**config.mk**
```make
export PLATFORM = sky130hd
export DESIGN_NAME = fetch_mem_if
export DESIGN_NICKNAME = d
export VERILOG_FILES = /design/src/rtl/fetch_mem_if.sv
export SDC_FILE = /design/constraint.sdc
export NUM_CORES = 1
export LEC_CHECK = 0
export ABC_AREA = 1
export CAP_MARGIN = 20
export CORE_ASPECT_RATIO = 0.5
export CORE_MARGIN = 1
export CORE_UTILIZATION = 43
export CTS_BUF_LIST = sky130_fd_sc_hd__clkbuf_8
export DETAILED_ROUTE_END_ITERATION = 16
export PLACE_DENSITY_LB_ADDON = 0.1
export SYNTH_ARGS = -nofsm -noshare
export SYNTH_HDL_FRONTEND = slang
export SYNTH_SLANG_ARGS = --single-unit
```
**constraint.sdc**
```tcl
create_clock -name clk -period 3.7 [get_ports clk]
set_input_delay 0.555 -clock clk [delete_from_list [all_inputs] [get_ports clk]]
set_output_delay 0.555 -clock clk [all_outputs]
set_load 0.005 [all_outputs]
```
**src/rtl/fetch_mem_if.sv**
```systemverilog
// -----------------------------------------------------------------------------
// fetch_mem_if
// Instruction-memory front end for the fetch stage. It reads the instruction at
// pc_f over a req/ack memory port and registers it into the F->D boundary. It
// copes with variable memory latency, decode back-pressure and branch/jump
// flushes, and drives fetch_stall so that the hazard unit can hold the fetch PC
// register.
//
// Ports
//   clk, rst_n       rising-edge clock, asynchronous active-low reset
//   pc_f             current PC from the fetch PC register
//   flush_f          redirect: squash fetch, PC register loads the target
//   dec_stall        decode cannot accept an instruction this cycle
//   mem_req/addr     read request to instruction memory
//   mem_ack/rdata    one-cycle completion pulse with the instruction word
//   instr_d          registered instruction to decode
//   pc_plus4_d       registered PC+4 of instr_d
//   instr_valid_d    instr_d is real (0 = bubble)
//   fetch_stall      hold the fetch PC register (combinational)
// -----------------------------------------------------------------------------
module fetch_mem_if #(
   parameter int unsigned        ADDR_W = 32,
   parameter int unsigned        DATA_W = 32,
   parameter logic [DATA_W-1:0]  NOP    = '0
) (
   input  logic              clk,
   input  logic              rst_n,
   input  logic [ADDR_W-1:0] pc_f,
   input  logic              flush_f,
   input  logic              dec_stall,
   output logic              mem_req,
   output logic [ADDR_W-1:0] mem_addr,
   input  logic              mem_ack,
   input  logic [DATA_W-1:0] mem_rdata,
   output logic [DATA_W-1:0] instr_d,
   output logic [ADDR_W-1:0] pc_plus4_d,
   output logic              instr_valid_d,
   output logic              fetch_stall
);

   typedef enum logic [1:0] {StIdle, StReq, StHold, StDrop} state_e;

   state_e            state_q;
   logic [DATA_W-1:0] hold_q;
   logic [ADDR_W-1:0] hold_pc_q;
   logic [ADDR_W-1:0] drop_addr_q;
   logic [DATA_W-1:0] instr_q;
   logic [ADDR_W-1:0] pc_plus4_q;
   logic              valid_q;

   logic              accept;
   logic [ADDR_W-1:0] pc_next;

   // Wraps at 2^ADDR_W; carry-out is dropped.
   assign pc_next = pc_f + ADDR_W'(4);

   assign accept = ((state_q == StReq && mem_ack) || state_q == StHold)
                   && !dec_stall && !flush_f;

   assign mem_req  = (state_q == StReq) || (state_q == StDrop);
   // An abandoned request must still complete at its original address.
   assign mem_addr = (state_q == StDrop) ? drop_addr_q : pc_f;

   // IDLE and DROP never let the PC advance, even when a flush is raised.
   assign fetch_stall = (state_q == StIdle) || (state_q == StDrop) || !(accept || flush_f);

   assign instr_d       = instr_q;
   assign pc_plus4_d    = pc_plus4_q;
   assign instr_valid_d = valid_q;

   always_ff @(posedge clk or negedge rst_n) begin
      if (!rst_n) begin
         state_q     <= StIdle;
         hold_q      <= '0;
         hold_pc_q   <= '0;
         drop_addr_q <= '0;
         instr_q     <= NOP;
         pc_plus4_q  <= '0;
         valid_q     <= 1'b0;
      end else begin
         unique case (state_q)
            StIdle: state_q <= StReq;
            StReq: begin
               if (flush_f) begin
                  // With ack the stale word is simply dropped; without it the
                  // outstanding read has to be drained first.
                  if (!mem_ack) begin
                     drop_addr_q <= pc_f;
                     state_q     <= StDrop;
                  end
               end else if (mem_ack && dec_stall) begin
                  hold_q    <= mem_rdata;
                  hold_pc_q <= pc_next;
                  state_q   <= StHold;
               end
            end
            StHold: begin
               if (flush_f || !dec_stall) state_q <= StReq;
            end
            StDrop: begin
               if (mem_ack) state_q <= StReq;
            end
            default: state_q <= StIdle;
         endcase

         // F->D register, in priority order: flush, stall, accept, bubble.
         if (flush_f) begin
            instr_q <= NOP;
            valid_q <= 1'b0;
         end else if (dec_stall) begin
            instr_q <= instr_q;
         end else if (accept) begin
            if (state_q == StHold) begin
               instr_q    <= hold_q;
               pc_plus4_q <= hold_pc_q;
            end else begin
               instr_q    <= mem_rdata;
               pc_plus4_q <= pc_next;
            end
            valid_q <= 1'b1;
         end else begin
            instr_q <= NOP;
            valid_q <= 1'b0;
         end
      end
   end

endmodule
```
==> impl_metrics.py <==
metrics = {
    "pwr": {
        "p_leak_uw": 0.00475,
        "total_power_uw": 6630,
        "ir_drop_mv": 0.311,
        "powerDensity_mw_per_mm2": 648,
    },
    "floorplan": {
        "rows": 34,
        "io-pin-count": 168,
        "die_x_um": 195,
        "die-area_mm2": 0.0193,
        "core_mm2": 0.0178,
        "start_util": 0.451,
        "die_h_um": 98.7,
    },
    "yosys": {
        "ys_top_cells_by_count": "nand2_1, dfrtp_1, o21ai_0, inv_1, nor2_1",
        "synth_most_common_cell": "nand2_1",
        "syn_area_per_cell_um2": 7.95,
        "synthFlopType": "dfrtp_1",
        "netlist_area_mm2": 0.00804,
        "synthCells": 1011,
        "synth_area_leaders": "dfrtp_1, nand2_1, o21ai_0, inv_1, a32o_1",
        "synth-seq-cells": 163,
        "synth_cell_types": 29,
        "ys_seq_area_frac": 0.508,
        "synthArstFlopShare": 1.00,
        "synth_warnings": 0,
        "synth_top_area_cell": "dfrtp_1",
        "syn_nets": 1084,
        "yosysTopAreaCellShare": 0.508,
        "synth_edf_count": 0,
    },
    "grt": {
        "gr-total-overflow": 0,
        "grt_pass1_vias": 6923,
        "antenna_found_initial": 1,
        "grt_max_degree": 92,
        "grt_pass1_wl_mm": 36.4,
        "grt.total_usage": 0.242,
    },
    "sta": {
        "setup_viol": 0,
        "min_period_over_period": 0.803,
        "tightest_slew_ns": 0.852,
        "fmax_ghz": 0.337,
        "fin_worst_hold_slack_ns": 0.0996,
        "slew_viol_final": 0,
        "finalHoldViolCount": 0,
        "finalCriticalPeriod_ns": 2.97,
        "slew_headroom": 0.432,
        "fin_worst_skew_ns": 0.0120,
        "setup_tns_ns": 0,
        "timing.final.ws_setup_ns": 0.729,
        "rsz0062_at_grt": "no",
    },
    "cts": {
        "cts_resized": 0,
        "cts.reportedPaths.clkPinSlew_ns": 0.09,
        "root_buffer": "clkbuf_8",
        "cts_hold_buffers": 0,
        "cts_tree": "built",
        "cts_buffer_depth": 2,
        "clk_latency_ns": 0.46,
        "htree_levels": 4,
        "cts_made_buffers": 17,
        "cts_sinks": 163,
        "post_cts_buffers": 0,
    },
    "setup_path": {
        "critPathRequiredTime_ns": 3.14,
        "crit_path_start_kind": "flop",
        "cp_data_arrival_time_ns": 2.42,
        "worstSetupEndpointType": "primary output",
        "path_class": "reg2out",
        "cp_max_fo": 26,
    },
    "routing": {
        "wl_per_cell_um": 15.9,
        "totalWireLength_mm": 22.2,
        "drc_errors": 0,
        "drtIter0Drc": 509,
        "vias_per_cell": 5.08,
        "first_pass_iters": 5,
        "ant_nets": 0,
        "via_count": 7117,
    },
    "finish": {
        "area_delta_synth_final_pct": 27.2,
        "nets": 1226,
        "final_cell_count_no_fill": 1400,
        "insertedDiodeCount": 0,
        "drive_gt1_frac": 0.0626,
    },
    "worst_hold_path": {
        "hold_class": "in2async",
    },
    "placed_design": {
        "portBuffers": 167,
        "place_congestion": 0.901,
        "pre_cts_ws_ns": 0.954,
        "dp.cells": 1368,
        "dpl.hpwl_mm": 15.9,
    },
    "run_status": {
        "status": "completed",
    },
    "job": {
        "maxCapViolations": 0,
    },
}
==> power by group <==
part | internal (µW) | total (µW) | switching [µW]
logic | 1250 | 2420 | 1170
clock network | 554 | 1310 | 759
registers | 2510 | 2890 | 382
==> cells by family after synthesis <==
group | count (synthesis) | synth area share
and+or+nand+nor | 437 | 0.220
AOI/OAI and AO/OA | 247 | 0.178
DFF | 163 | 0.508
buffers and inverters | 153 | 0.0805
xor gates and xnor gates | 7 | 0.00763
adders and majority gates | 4 | 0.00623
==> worst max-delay path: stages (launching register included) <==
cell	delay [ns]
dfrtp_1	0.41
ha_2	0.46
buf_4	0.33
nand2_1	0.07
o21ai_0	0.12
clkdlybuf4s50_1	0.56
==> flip-flops by register name (all words and copies together), names as in the netlist <==
signal and flops:
state_q 2, instr_d 32, drop_addr_q 32, hold_pc_q 32
hold_q 32, pc_plus4_d 32, instr_valid_d 1
==> layer usage <==
layer / vias to the layer above / wire length, µm / global-route usage / part of all wire
met5: - / 0 / 0 / 0
met4: 0 / 188 / 0.0539 / 0.0085
met3: 16 / 1040 / 0.0530 / 0.047
met2: 151 / 10300 / 0.395 / 0.47
met1: 3388 / 10600 / 0.332 / 0.48
li1: 3562 / - / - / -
==> placed cells by master, fill, tap and decap left out, types with 3 or more instances in the layout <==
cell type	instances
o21ai_2	3
nor2_4	7
o21ai_0	142
nand3_1	29
clkbuf_8	17
inv_1	91
inv_6	3
buf_4	12
xor2_1	7
o21ai_1	40
a32o_1	32
nor2_1	67
a31oi_1	12
nand2_1	322
a21oi_1	14
dfrtp_1	163
inv_2	5
clkdlybuf4s50_1	166
nor2_2	5
nand2_2	3
inv_8	3
==> layout make-up <==
type | count | area [µm²]
inverters | 96 | 360
clock buffers | 17 | 234
repair buffers | 180 | 1780
clock inverters | 15 | 153
flip-flops and latches | 163 | 4080
multi-input cells | 695 | 3320
well taps | 234 | 293
fillers | 1627 | 7600
==> worst paths after layout <==
| path | start | to | slack [ns] | cells past startpoint |
|---|---|---|---|---|
| setup / recovery | state_q[0] | mem_addr[23] | 0.73 | 5 |
| hold / removal | rst_n | drop_addr_q[25] | 0.1 | 1 |
| setup reg to reg | state_q[1] | pc_plus4_d[15] | 1.55 | 8 |
| hold reg to reg | pc_plus4_d[10] | pc_plus4_d[10] | 0.48 | 2 |
| max in group asynchronous | rst_n | hold_pc_q[27] | 2.72 | 2 |
| min in group clk | pc_plus4_d[10] | pc_plus4_d[10] | 0.48 | 2 |
==> through the flow <==
step / util / cell area [µm²]
after global placement: 0.552 / 9830
after CTS: 0.573 / 10200
after global routing: 0.573 / 10200
final: 0.573 / 10200
after floorplan: - / 8040
after detailed placement: 0.552 / 9830
Note: power is estimated with default switching activity, not from simulation.
